**src/rtl/div_ctrl.sv**
```systemverilog
// Multi-cycle 32-bit integer divide/remainder unit for the DIV/DIVU/REM/REMU family.
// Restoring division, one quotient bit per cycle. Zero-divisor and signed overflow results are produced directly.
module div_ctrl (
  input  logic        clk_i,
  input  logic        rst_i,
  input  logic        start_i,
  input  logic [1:0]  op_i,
  input  logic [31:0] dividend_i,
  input  logic [31:0] divisor_i,
  input  logic        flush_i,
  output logic        ready_o,
  output logic        busy_o,
  output logic        valid_o,
  output logic [31:0] result_o
);

  typedef enum logic [1:0] {S_IDLE, S_BUSY, S_DONE} state_e;

  state_e      state_q, state_d;
  logic [4:0]  cnt_q, cnt_d;
  logic [1:0]  op_q, op_d;
  logic        qneg_q, qneg_d;
  logic        rneg_q, rneg_d;
  logic [31:0] rem_q, rem_d;
  logic [31:0] quo_q, quo_d;
  logic [31:0] dvsr_q, dvsr_d;
  logic [31:0] result_q, result_d;

  logic        signed_op;
  logic        a_neg, b_neg;
  logic [31:0] a_mag, b_mag;
  logic        ovf;
  logic [32:0] rem_sh, diff;
  logic [31:0] rem_nx, quo_nx;
  logic [31:0] fin_q, fin_r, fin;

  always_comb begin
    signed_op = ~op_i[0];
    a_neg     = signed_op & dividend_i[31];
    b_neg     = signed_op & divisor_i[31];
    a_mag     = a_neg ? (~dividend_i + 32'd1) : dividend_i;
    b_mag     = b_neg ? (~divisor_i + 32'd1) : divisor_i;
    ovf       = signed_op && (dividend_i == 32'h8000_0000) && (divisor_i == 32'hFFFF_FFFF);
  end

  // The quotient register starts as the dividend magnitude and shifts its bits into the partial remainder.
  always_comb begin
    rem_sh = {rem_q, quo_q[31]};
    diff   = rem_sh - {1'b0, dvsr_q};
    if (!diff[32]) begin
      rem_nx = diff[31:0];
      quo_nx = {quo_q[30:0], 1'b1};
    end else begin
      rem_nx = rem_sh[31:0];
      quo_nx = {quo_q[30:0], 1'b0};
    end
    fin_q = (qneg_q && !op_q[0]) ? (~quo_nx + 32'd1) : quo_nx;
    fin_r = (rneg_q && !op_q[0]) ? (~rem_nx + 32'd1) : rem_nx;
    fin   = op_q[1] ? fin_r : fin_q;
  end

  always_comb begin
    state_d  = state_q;
    cnt_d    = cnt_q;
    op_d     = op_q;
    qneg_d   = qneg_q;
    rneg_d   = rneg_q;
    rem_d    = rem_q;
    quo_d    = quo_q;
    dvsr_d   = dvsr_q;
    result_d = result_q;
    case (state_q)
      S_IDLE: begin
        if (start_i && !flush_i) begin
          op_d   = op_i;
          qneg_d = dividend_i[31] ^ divisor_i[31];
          rneg_d = dividend_i[31];
          rem_d  = '0;
          quo_d  = a_mag;
          dvsr_d = b_mag;
          if (divisor_i == 32'd0) begin
            result_d = op_i[1] ? dividend_i : '1;
            state_d  = S_DONE;
          end else if (ovf) begin
            result_d = op_i[1] ? '0 : 32'h8000_0000;
            state_d  = S_DONE;
          end else begin
            cnt_d   = 5'd31;
            state_d = S_BUSY;
          end
        end
      end
      S_BUSY: begin
        if (flush_i) begin
          state_d = S_IDLE;
        end else begin
          rem_d = rem_nx;
          quo_d = quo_nx;
          if (cnt_q == 5'd0) begin
            result_d = fin;
            state_d  = S_DONE;
          end else begin
            cnt_d = cnt_q - 5'd1;
          end
        end
      end
      S_DONE: state_d = S_IDLE;
      default: state_d = S_IDLE;
    endcase
  end

  always_ff @(posedge clk_i) begin
    if (rst_i) begin
      state_q  <= S_IDLE;
      cnt_q    <= '0;
      op_q     <= '0;
      qneg_q   <= 1'b0;
      rneg_q   <= 1'b0;
      rem_q    <= '0;
      quo_q    <= '0;
      dvsr_q   <= '0;
      result_q <= '0;
    end else begin
      state_q  <= state_d;
      cnt_q    <= cnt_d;
      op_q     <= op_d;
      qneg_q   <= qneg_d;
      rneg_q   <= rneg_d;
      rem_q    <= rem_d;
      quo_q    <= quo_d;
      dvsr_q   <= dvsr_d;
      result_q <= result_d;
    end
  end

  always_comb begin
    ready_o  = (state_q == S_IDLE);
    busy_o   = (state_q == S_BUSY);
    valid_o  = (state_q == S_DONE);
    result_o = result_q;
  end

endmodule

```
**config.mk**
```make
export PLATFORM = sky130hd
export DESIGN_NAME = div_ctrl
export DESIGN_NICKNAME = d
export VERILOG_FILES = /design/src/rtl/div_ctrl.sv
export SDC_FILE = /design/constraint.sdc
export NUM_CORES = 1
export LEC_CHECK = 0
export ABC_AREA = 0
export BUFFER_PORTS_ARGS = -buffer_cell sky130_fd_sc_hd__buf_2
export CAP_MARGIN = 30
export CORE_UTILIZATION = 61
export DETAILED_ROUTE_END_ITERATION = 6
export GPL_ROUTABILITY_DRIVEN = 0
export PLACE_DENSITY = 0.81
export SLEW_MARGIN = 20
export SYNTH_ARGS = -nofsm -noshare
export SYNTH_HDL_FRONTEND = slang
export SYNTH_SLANG_ARGS = --single-unit
```
**constraint.sdc**
```tcl
create_clock -name clk_i -period 5.8 [get_ports clk_i]
set_input_delay 0.29 -clock clk_i [delete_from_list [all_inputs] [get_ports clk_i]]
set_output_delay 0.29 -clock clk_i [all_outputs]
set_load 0.005 [all_outputs]
```
* Word level (Yosys, flattened, before mapping)
Index checks and enable logic that the tools add are counted.
** Cells by class
- $add $sub $neg :: 6
- Multipliers :: 0
- Divide/modulo/power cells :: 0
- Magnitude comparators :: 0
- Equal/unequal tests :: 12
- Shift-type cells :: 0
- Muxes and demuxes :: 33
- Bitwise gates (word level) :: 8
- Reduce and logical (&&, ||, !) cells :: 16
** Operators with widths (count)
- 2-to-1 mux 32 bit :: 17
- one-hot mux 32 bit (2 select lines) :: 3
- adder 32 x 1 -> 32 bit (second input constant) :: 4
- NOT 32 bit :: 4
- equality test 32 bit (second input constant) :: 2
- subtractor 33 x 32 -> 33 bit :: 1
- logical NOT 32 bit :: 1
- 2-to-1 mux 5 bit :: 5
- 2-to-1 mux 2 bit :: 5
- one-hot mux 5 bit (2 select lines) :: 1
- inequality test 2 bit (second input constant) :: 4
- AND reduction 6 bit :: 1
- logical AND 1 bit :: 5
- logical NOT 5 bit :: 1
- AND reduction 5 bit :: 1
- subtractor 5 x 1 -> 5 bit (second input constant) :: 1
- inequality test 2 x 1 -> 1 bit (second input constant) :: 2
- one-hot mux 2 bit (2 select lines) :: 1
- AND reduction 2 bit :: 2
- inequality test 3 x 1 -> 1 bit (second input constant) :: 1
- inequality test 3 x 2 -> 1 bit (second input constant) :: 1
- AND reduction 3 bit :: 1
- bitwise AND 1 bit :: 2
- equality test 2 x 1 -> 1 bit (second input constant) :: 1
- other kinds (7) :: 8
** Storage, ports and cells
- Register bits :: 139
- Bits in latches :: 0
- RAM bits :: 0
- Bits in read-only memories :: 0
- Input port bits :: 70
- Output and inout bits :: 35
- Word-level logic and storage cells :: 84
- Memories :: 0

* Logic depth before layout (Yosys ltp)
Gate-level depths: netlist of run 1.
- Depth in word-level cells :: 9
- Mapped depth :: 26
- Gate-level depth less buffers :: 23

* Worst setup path after synthesis of run 1
Ideal clock, no wire load.
- Kind :: register -> register
- From :: register dvsr_q[23]
- To :: register result_q[28], in the netlist result_o[28]
- Setup time :: 0.127 ns
- Arrival :: 4.495 ns
- Data required time :: 5.673 ns
- Slack :: 1.178 ns
- Cell stages (with the launch flop) :: 26
- Path buffers :: 4
- Period minus slack after synthesis :: 4.622 ns
- Cell sequence :: dfxtp_1 inv_1 ha_1 buf_4 nand4_1 or4_1 nand3b_4 a21oi_4 o21a_2 nor2_4 inv_2 buf_2 buf_2 buf_2 ha_1 nand2b_1 nor2b_1 nand2_1 nor2_1 nand2_1 o31ai_1 xnor2_1 a22o_1 nand2_1 a31oi_1 or3_1
** On the way
- Word-level cells in the longest chain between the ends :: 9
- Elaborated cells between the ends (all ways) :: 13
- Classes of those cells :: 3 x add/sub; 8 x mux; 2 x bitwise
** Ends and longest elaborated chain
- start: declaration :: line 26 : logic [31:0] dvsr_q, dvsr_d;
- start signal: assignment :: line 131 : dvsr_q <= dvsr_d;
- subtractor 33 x 32 -> 33 bit (*) :: line 49 : diff = rem_sh - {1'b0, dvsr_q};
- 2-to-1 mux 1 bit or 2-to-1 mux 32 bit (tied branches) :: line 50 : if (!diff[32]) begin
- NOT 32 bit (on tied branches) :: line 57, 58
- adder 32 x 1 -> 32 bit (on tied branches) :: line 57, 58
- 2-to-1 mux 32 bit (on tied branches) :: line 57, 58
- 2-to-1 mux 32 bit (*) :: line 59 : fin = op_q[1] ? fin_r : fin_q;
- 2-to-1 mux 32 bit (*) :: line 99 : if (cnt_q == 5'd0) begin
- 2-to-1 mux 32 bit (*) :: line 94 : if (flush_i) begin
- one-hot mux 32 bit (2 select lines) (*) :: line 72 : case (state_q)
- end signal: assignment :: line 132 : result_q <= result_d;
- end: declaration :: line 27 : logic [31:0] result_q, result_d;
Every way passes the cells marked *; elsewhere a longest branch is shown, timed or not. The select of a mux whose other input is x is not followed.
A chain may end at the register's enable or synchronous reset.

* Worst setup path after layout of run 1
- From :: register rem_q[20]
- To :: register result_q[28], in the netlist result_o[28]
** On the way
- Word-level cells in the longest chain between the ends :: 9
- Elaborated cells between the ends (all ways) :: 13
- Classes of those cells :: 3 x add/sub; 8 x mux; 2 x bitwise
** Ends and longest elaborated chain
- start: declaration :: line 24 : logic [31:0] rem_q, rem_d;
- start signal: assignment :: line 129 : rem_q <= rem_d;
- subtractor 33 x 32 -> 33 bit :: line 49
- 2-to-1 mux 1 bit or 2-to-1 mux 32 bit (tied branches) :: line 50
- NOT 32 bit (on tied branches) :: line 57, 58
- adder 32 x 1 -> 32 bit (on tied branches) :: line 57, 58
- 2-to-1 mux 32 bit (on tied branches) :: line 57, 58
- 2-to-1 mux 32 bit (*) :: line 59
- 2-to-1 mux 32 bit (*) :: line 99
- 2-to-1 mux 32 bit (*) :: line 94
- one-hot mux 32 bit (2 select lines) (*) :: line 72
Marks and branches as above.

==> results of run 1 <==
[layer usage]
metal | vias to the layer above | GRT usage
met3 | 118 | 0.0684
met1 | 5866 | 0.510
met5 | - | 0
li1 | 5962 | -
met4 | 0 | 0.144
met2 | 724 | 0.594
[layout by cell type, fill, tap and decap left out, types with 7 or more instances in the layout]
| cell | instances |
|---|---|
| xnor2_1 | 65 |
| nand4_1 | 21 |
| dfxtp_1 | 139 |
| and3_1 | 10 |
| nor3_1 | 46 |
| or3_1 | 22 |
| o211ai_1 | 24 |
| a31oi_1 | 20 |
| and2_1 | 7 |
| o41ai_1 | 8 |
| o21ai_1 | 8 |
| a21o_1 | 15 |
| a22oi_1 | 16 |
| nand3_1 | 18 |
| nor2b_1 | 9 |
| o21ai_0 | 103 |
| clkbuf_16 | 17 |
| a311oi_1 | 16 |
| buf_2 | 103 |
| nor2_1 | 248 |
| nand2_1 | 106 |
| buf_4 | 18 |
| xor2_1 | 65 |
| mux2_2 | 13 |
| o31ai_1 | 25 |
| or4_1 | 16 |
| nand2b_1 | 16 |
| o21a_1 | 9 |
| a21oi_1 | 135 |
| nor4_1 | 17 |
| a211oi_1 | 72 |
| ha_1 | 39 |
| mux2i_1 | 28 |
| inv_1 | 62 |
[sequential cells by signal, indices dropped and copies added, names as in the netlist]
signal and count:
dvsr_q 32, op_q 2, rneg_q 1, state_q 2
result_o 32, cnt_q 5, quo_q 32, qneg_q 1
rem_q 32
[kinds of logic (layout without fill, tap and decap cells)]
group | after synthesis | after routing
AND/OR/NAND/NOR | 576 | 576
flip-flops | 139 | 139
adder cells (fa/ha/maj) | 40 | 40
XOR/XNOR | 130 | 130
AO/OA/AOI/OAI | 517 | 517
buffers and inverters | 167 | 216
multiplexers | 41 | 41
[critical path: stages (launching register included)]
cell	delay [ns]
dfxtp_1	0.37
ha_1	0.49
nand4_1	0.21
or4_1	0.55
nand3b_4	0.19
a21oi_4	0.22
nor3_2	0.06
buf_4	0.19
nor2_4	0.10
buf_4	0.46
mux2i_1	0.37
ha_1	0.31
nand4_1	0.11
mux2_2	0.36
a211oi_4	0.36
and2_1	0.22
nor4_1	0.06
or3_1	0.35
[final cells by class]
| cell class | instances | share of cell area |
|---|---|---|
| inverter | 63 | 0.0185 |
| clock buffer | 17 | 0.0333 |
| tap | 234 | 0.0229 |
| multi-input combinational | 1304 | 0.646 |
| sequential | 139 | 0.218 |
| clock inverter | 15 | 0.0105 |
| timing repair buffer | 121 | 0.0510 |
[where the power goes]
part | switching [mW] | internal (mW)
Clock | 0.501 | 0.564
Sequential | 0.0546 | 1.01
Combinational | 0.599 | 0.327
Total | 1.16 | 1.90
[cells in the mapped netlist, drive strengths merged, types with 4 or more instances]
library cell  instances
o21ai               112
dfxtp               139
a311oi               16
o211ai               25
nor3b                 6
and3                 10
nand4                21
ha                   39
mux2                 13
xnor2                65
nand3b                5
xor2                 65
or3                  22
a41oi                 4
nand2b               17
o211a                 5
and2                  8
mux2i                28
buf                  33
a21o                 15
nand2               106
a31oi                21
o21a                 10
a22oi                16
o22ai                 4
a221oi                6
a21oi               137
a2111oi               5
o41ai                 8
nor4                 19
nor2b                 9
clkbuf               71
o21bai                6
a211oi               74
inv                  63
or2                   7
o31ai                25
nor4b                 4
or4                  17
nand3                18
nor3                 49
nor2                250
[through the flow]
| stage | power [mW] | hold slack (ns) | utilization |
|---|---|---|---|
| after detailed placement | 1.97 | 0.451 | 0.650 |
| after global routing | 3.18 | 0.156 | 0.680 |
| after CTS | 3.02 | 0.136 | 0.680 |
| after global placement | 1.95 | 0.443 | 0.649 |
| after floorplan | 1.73 | 0.426 | - |
| final | 3.06 | 0.136 | 0.680 |
[final timing paths]
check	from	to	slack (ns)	cells past startpoint
max	rem_q[20]$_SDFFE_PP0P_	result_o[28]$_SDFFE_PP0P_	0.70	17
min	dividend_i[31]	rneg_q$_SDFFE_PP0P_	0.14	3
max reg2reg	rem_q[20]$_SDFFE_PP0P_	result_o[28]$_SDFFE_PP0P_	0.70	17
min reg2reg	dvsr_q[31]$_SDFFE_PP0P_	dvsr_q[31]$_SDFFE_PP0P_	0.46	2
==> results.md, run 1 <==
- Number of synthesis warnings: 0
- Detailed-route via count: about 13000
- Top_reg_cell synth: dfxtp_1
- Max clock buf depth: 2
- Syn Nets: between 1500 and 2000
- CTS resizes: 0
- Status: complete, no violations
- Maximum clock rate: a little under 200 MHz
- Area post-placement: between 10000 and 15000 µm²
- Met2 routed WL: 16.8 mm
- Largest family of logic cells by synthesized area: compound AO/OA/AOI/OAI gates
- Total gr overflow: 0
- Share of cells above drive strength 1: 0.118
- Multi-input logic area: around 8200 µm²
- Post-cts hold buffer count: 0
- Max cap viols: 0
- TNS Setup: 0 ns
- Crit path time final: around 5.1 ns
- FP Rows: 50
- Initial antenna violation count: 0
- DRC: 0
- Share of flip-flops with an asynchronous set or reset: 0
- DP HPWL: 27.9 mm
- Post-route setup slack: roughly 0.70 ns
- CTS Buf Count: 17
- CTS tree: yes
- Post-place setup slack: around 0.81 ns
- Drt via density: 6.69
- Worst VDD drop: approximately 220 µV
- CTS Sinks: between 100 and 150
- Post-Place Cells: approximately 1900
- Power per Cell Area: about 240 nW/µm²
- Detailed router's first-iteration violation count: approximately 1400
- DR WL/cell: roughly 20 µm
- Setup Viol. Count Final: 0
- Area grow syn2layout: 9.17%
- Die Ht: between 100 and 150 µm
- Starting Density: 0.623
- DR top layer: met4
- Final Hold Viols: 0
- Post-synthesis simple-gate area fraction: 0.235
- Synth area leaders: dfxtp_1, nor2_1, a21oi_1
- Post-Syn Area: between 10000 and 15000 µm²
- Clk_skew: around 0.0080 ns
- Post-synthesis mux area share: 0.0365
- Post-route ant nets: 0
- Final slew viol count: 0
- I/O pins: 105
- Sequential-to-total area share from yosys stat: 0.238
- Kind of start point of the critical path: register
- Complex-gate fraction of the synthesized area: 0.292
- Largest net degree at the start of global routing: 75
- PortBufs: 104
- Worst Path Arrival: roughly 5.4 ns
- Die area: 19700 µm²
- TritonRoute pass-1 iters: 6
- Clk pin slew, worst setup/hold paths: 0.07 ns
- # H-tree levels: 4
- Syn Area/Cell: roughly 7.3 µm²
- Hold Crit Class: in -> reg
- WP data required: 6.12 ns
- Core area: 18800 µm²
- Fill cells: 1634
- LEAKAGE: roughly 5 nW
- Final wirelength: between 30 and 40 mm
- DIE WIDTH: between 100 and 150 µm
- Crit path kind: reg -> reg
- Root Driver: clkbuf_16
- FF+latch area: 2780 µm²
- Synth Register Bits: 139
- Actual slew at the worst max-slew pin: between 1 and 1.5 ns
- Non-filler cells, final: ~1900
- Slew HR: 0.327
- GRT Overall Usage: 0.377
- Setup repair bufs after CTS: 0
- # diodes: 0
- Vias in the first global route: 11200
- Met3 routed WL: 3.57 mm
- Top cell type's share of synthesized area: 0.238
- RSZ-0062 raised after global routing: no
- CP Capture Type: register
- Final period util: 0.880
- First-pass GRT wire length: 59.1 mm
- Number of synthesized flops with an enable pin: 0
- Cell taking the most area after synthesis: dfxtp_1
- Routed length on met1: between 15 and 20 mm
- Worst-Skew Late Latency: 0.44 ns
- Critical Path Fanout Max: 39
- Mapped Cells: 1610
- Xor and xnor fraction of the mapped netlist area: 0.0974
- Final Cell Area: 12800 µm²
- Distinct cells, synth: 86
- Total Nets Final: 1756
- Post-synthesis adder-cell area fraction: 0.0434
Note: power is estimated with default switching activity, not from simulation.
==> inputs of run 2 (changes only) <==
- ABC_AREA: 0 -> 1
- CORE_ASPECT_RATIO: not set -> 1.2
- CORE_UTILIZATION: 61 -> 62
- PLACE_DENSITY: 0.81 -> 0.82
==> results.md, run 2 <==
- Syn Area/Cell: ~5.8 µm²
- Power per Cell Area: between 200 and 250 nW/µm²
- Root Driver: clkbuf_16
- Initial antenna violation count: 0
- FF+latch area: 2780 µm²
- Detailed-route via count: 15200
- DP HPWL: between 30 and 40 mm
- CTS tree: yes
- CP max stage cell: fa_1
- Final wirelength: around 44 mm
- DR WL/cell: 17.2 µm
- Commonest cells after routing, fill and taps aside: nand2_1, inv_1, nor2_1, a21oi_1, nand3_1
- Multi-input logic area: 8540 µm²
- Die area: around 21000 µm²
- # H-tree levels: 4
- Max clock buf depth: 2
- Fill cells: around 1900
- Total gr overflow: 0
- Top cell type's share of synthesized area: 0.218
- Distinct cells, synth: between 50 and 60
- Final period util: 0.827
- Final slew viol count: 0
- Clk pin slew, worst setup/hold paths: 0.07 ns
- Area grow syn2layout: 9.24%
- Share of flip-flops with an asynchronous set or reset: 0
- Most used cell, CP: nand2_1
- CTS resizes: 0
- Crit path buf inv count: 4
- # diodes: 0
- Share of cells above drive strength 1: 0.108
- Max cap viols: 0
- CP Capture Type: register
- DIE WIDTH: ~130 µm
- WP data required: ~6 ns
- CTS Buf Count: 17
- Actual slew at the worst max-slew pin: 0.990 ns
- Starting Density: 0.631
- TritonRoute pass-1 iters: 6
- Number of synthesized flops with an enable pin: 0
- Die Ht: approximately 160 µm
- Cell taking the most area after synthesis: dfxtp_1
- RSZ-0062 raised after global routing: no
- Final Cell Area: ~14000 µm²
- Hold Crit Class: in -> reg
- Setup repair bufs after CTS: 0
- Mapped Cells: between 2000 and 2500
- Kind of start point of the critical path: register
- Sequential-to-total area share from yosys stat: 0.218
- Worst-Skew Late Latency: 0.44 ns
- Commonest cells post-synth: nand2_1, inv_1, nor2_1, a21oi_1, nand3_1
- GRT Overall Usage: 0.407
- Setup Viol. Count Final: 0
- Clk_skew: between 0.015 and 0.02 ns
- Drt via density: around 6
- Non-filler cells, final: between 2000 and 3000
- Min Hold Slack: roughly 0.18 ns
- Maximum clock rate: ~210 MHz
- Vias in the first global route: ~13000
- Worst Path Arrival: between 5 and 6 ns
- Final Util: 0.689
- Worst VDD drop: 211 µV
- DRC: 0
- LEAKAGE: approximately 7.0 nW
- I/O pins: roughly 110
- Post-cts hold buffer count: 0
- Critical Path Fanout Max: 7
- Delay-heaviest family, CP: simple AND/OR/NAND/NOR gates
- Synth Register Bits: approximately 140
- Top-count cell post-synth: nand2_1
- Top_reg_cell synth: dfxtp_1
- Number of synthesis warnings: 0
- Post-route ant nets: 0
- Largest net degree at the start of global routing: 91
- FP Rows: 57
- CTS Sinks: approximately 140
- Total Nets Final: roughly 2400
- Crit path time final: 4.79 ns
- Status: complete, no violations
- Area post-placement: 13300 µm²
- Final Hold Viols: 0
- Crit path kind: reg -> reg
- TNS Setup: 0 ns
- Max incr delay on CP: slightly above 0.4 ns
- Syn Nets: ~2300
- Most common cell after layout, fill and taps aside: nand2_1
- Detailed router's first-iteration violation count: roughly 1400
- Post-Syn Area: approximately 13000 µm²
- First-pass GRT wire length: slightly below 70 mm
- Post-Place Cells: around 2500
- Synth area leaders: dfxtp_1, nand2_1, inv_1
- Slew HR: 0.339
- Core area: ~20000 µm²
- PortBufs: ~100
run 2: cell count changes in the layout (fill, tap and decap cells not counted), sizes merged, moves of 47 or more:
cell	before	now
a211oi	74	1
nand2	106	689
a21oi	137	201
xnor2	65	18
nand3	18	154
inv	71	284
run 2: cell families (layout without fill, tap and decap cells):
group	after synthesis	in the layout	synth area share
AOI/OAI and AO/OA	416	416	0.183
and+or+nand+nor	1188	1188	0.404
xor gates and xnor gates	59	59	0.0404
adders and majority gates	40	40	0.0397
DFF	139	139	0.218
buffers and inverters	367	431	0.115
run 2: path summary, 6_finish.rpt:
kind	from	slack, ns	to	cells after the start
setup / recovery	quo_q[31]$_SDFFE_PP0P_	1.01	result_o[30]$_SDFFE_PP0P_	29
hold / removal	divisor_i[0]	0.18	dvsr_q[0]$_SDFFE_PP0P_	3
setup reg to reg	quo_q[31]$_SDFFE_PP0P_	1.01	result_o[30]$_SDFFE_PP0P_	29
hold reg to reg	result_o[16]$_SDFFE_PP0P_	0.46	result_o[16]$_SDFFE_PP0P_	2
run 2: area by class of cell:
| class | instances | share of cell area |
|---|---|---|
| clock buffers | 19 | 0.0317 |
| multi-input cells | 1703 | 0.612 |
| well taps | 265 | 0.0237 |
| flip-flops and latches | 139 | 0.199 |
| repair buffers | 119 | 0.0487 |
| clock inverters | 13 | 0.00941 |
| inverters | 280 | 0.0753 |
run 2: routing by layer:
layer  share of wire  vias to the layer above  routed length (µm)  GRT usage
met3           0.093                      211                4050     0.0595
met1            0.38                     6770               16500      0.487
li1                -                     7275                   -          -
met4           0.072                        0                3140      0.264
met5               0                        -                   0          0
met2            0.46                      900               20000      0.676
run 2: worst reg2reg max path, delay by kind of cell, from the launching register on:
family          cells  cell delay [ns]
buf+inv             4             0.30
simple gates       18             2.40
fa+ha+maj           3             0.70
compound gates      4             0.99
flops               1             0.31
run 2: metrics by stage:
step                      total power [mW]  setup slack, ns
after floorplan                       1.70             1.71
after global placement                1.93             1.43
after detailed placement              1.95             1.32
after CTS                             3.04             1.19
after global routing                  3.20            0.557
final                                 3.08             1.01
run 2: power by group:
| group | internal [mW] | switching, mW |
|---|---|---|
| clock network | 0.612 | 0.491 |
| logic | 0.291 | 0.638 |
| registers | 1.00 | 0.0440 |
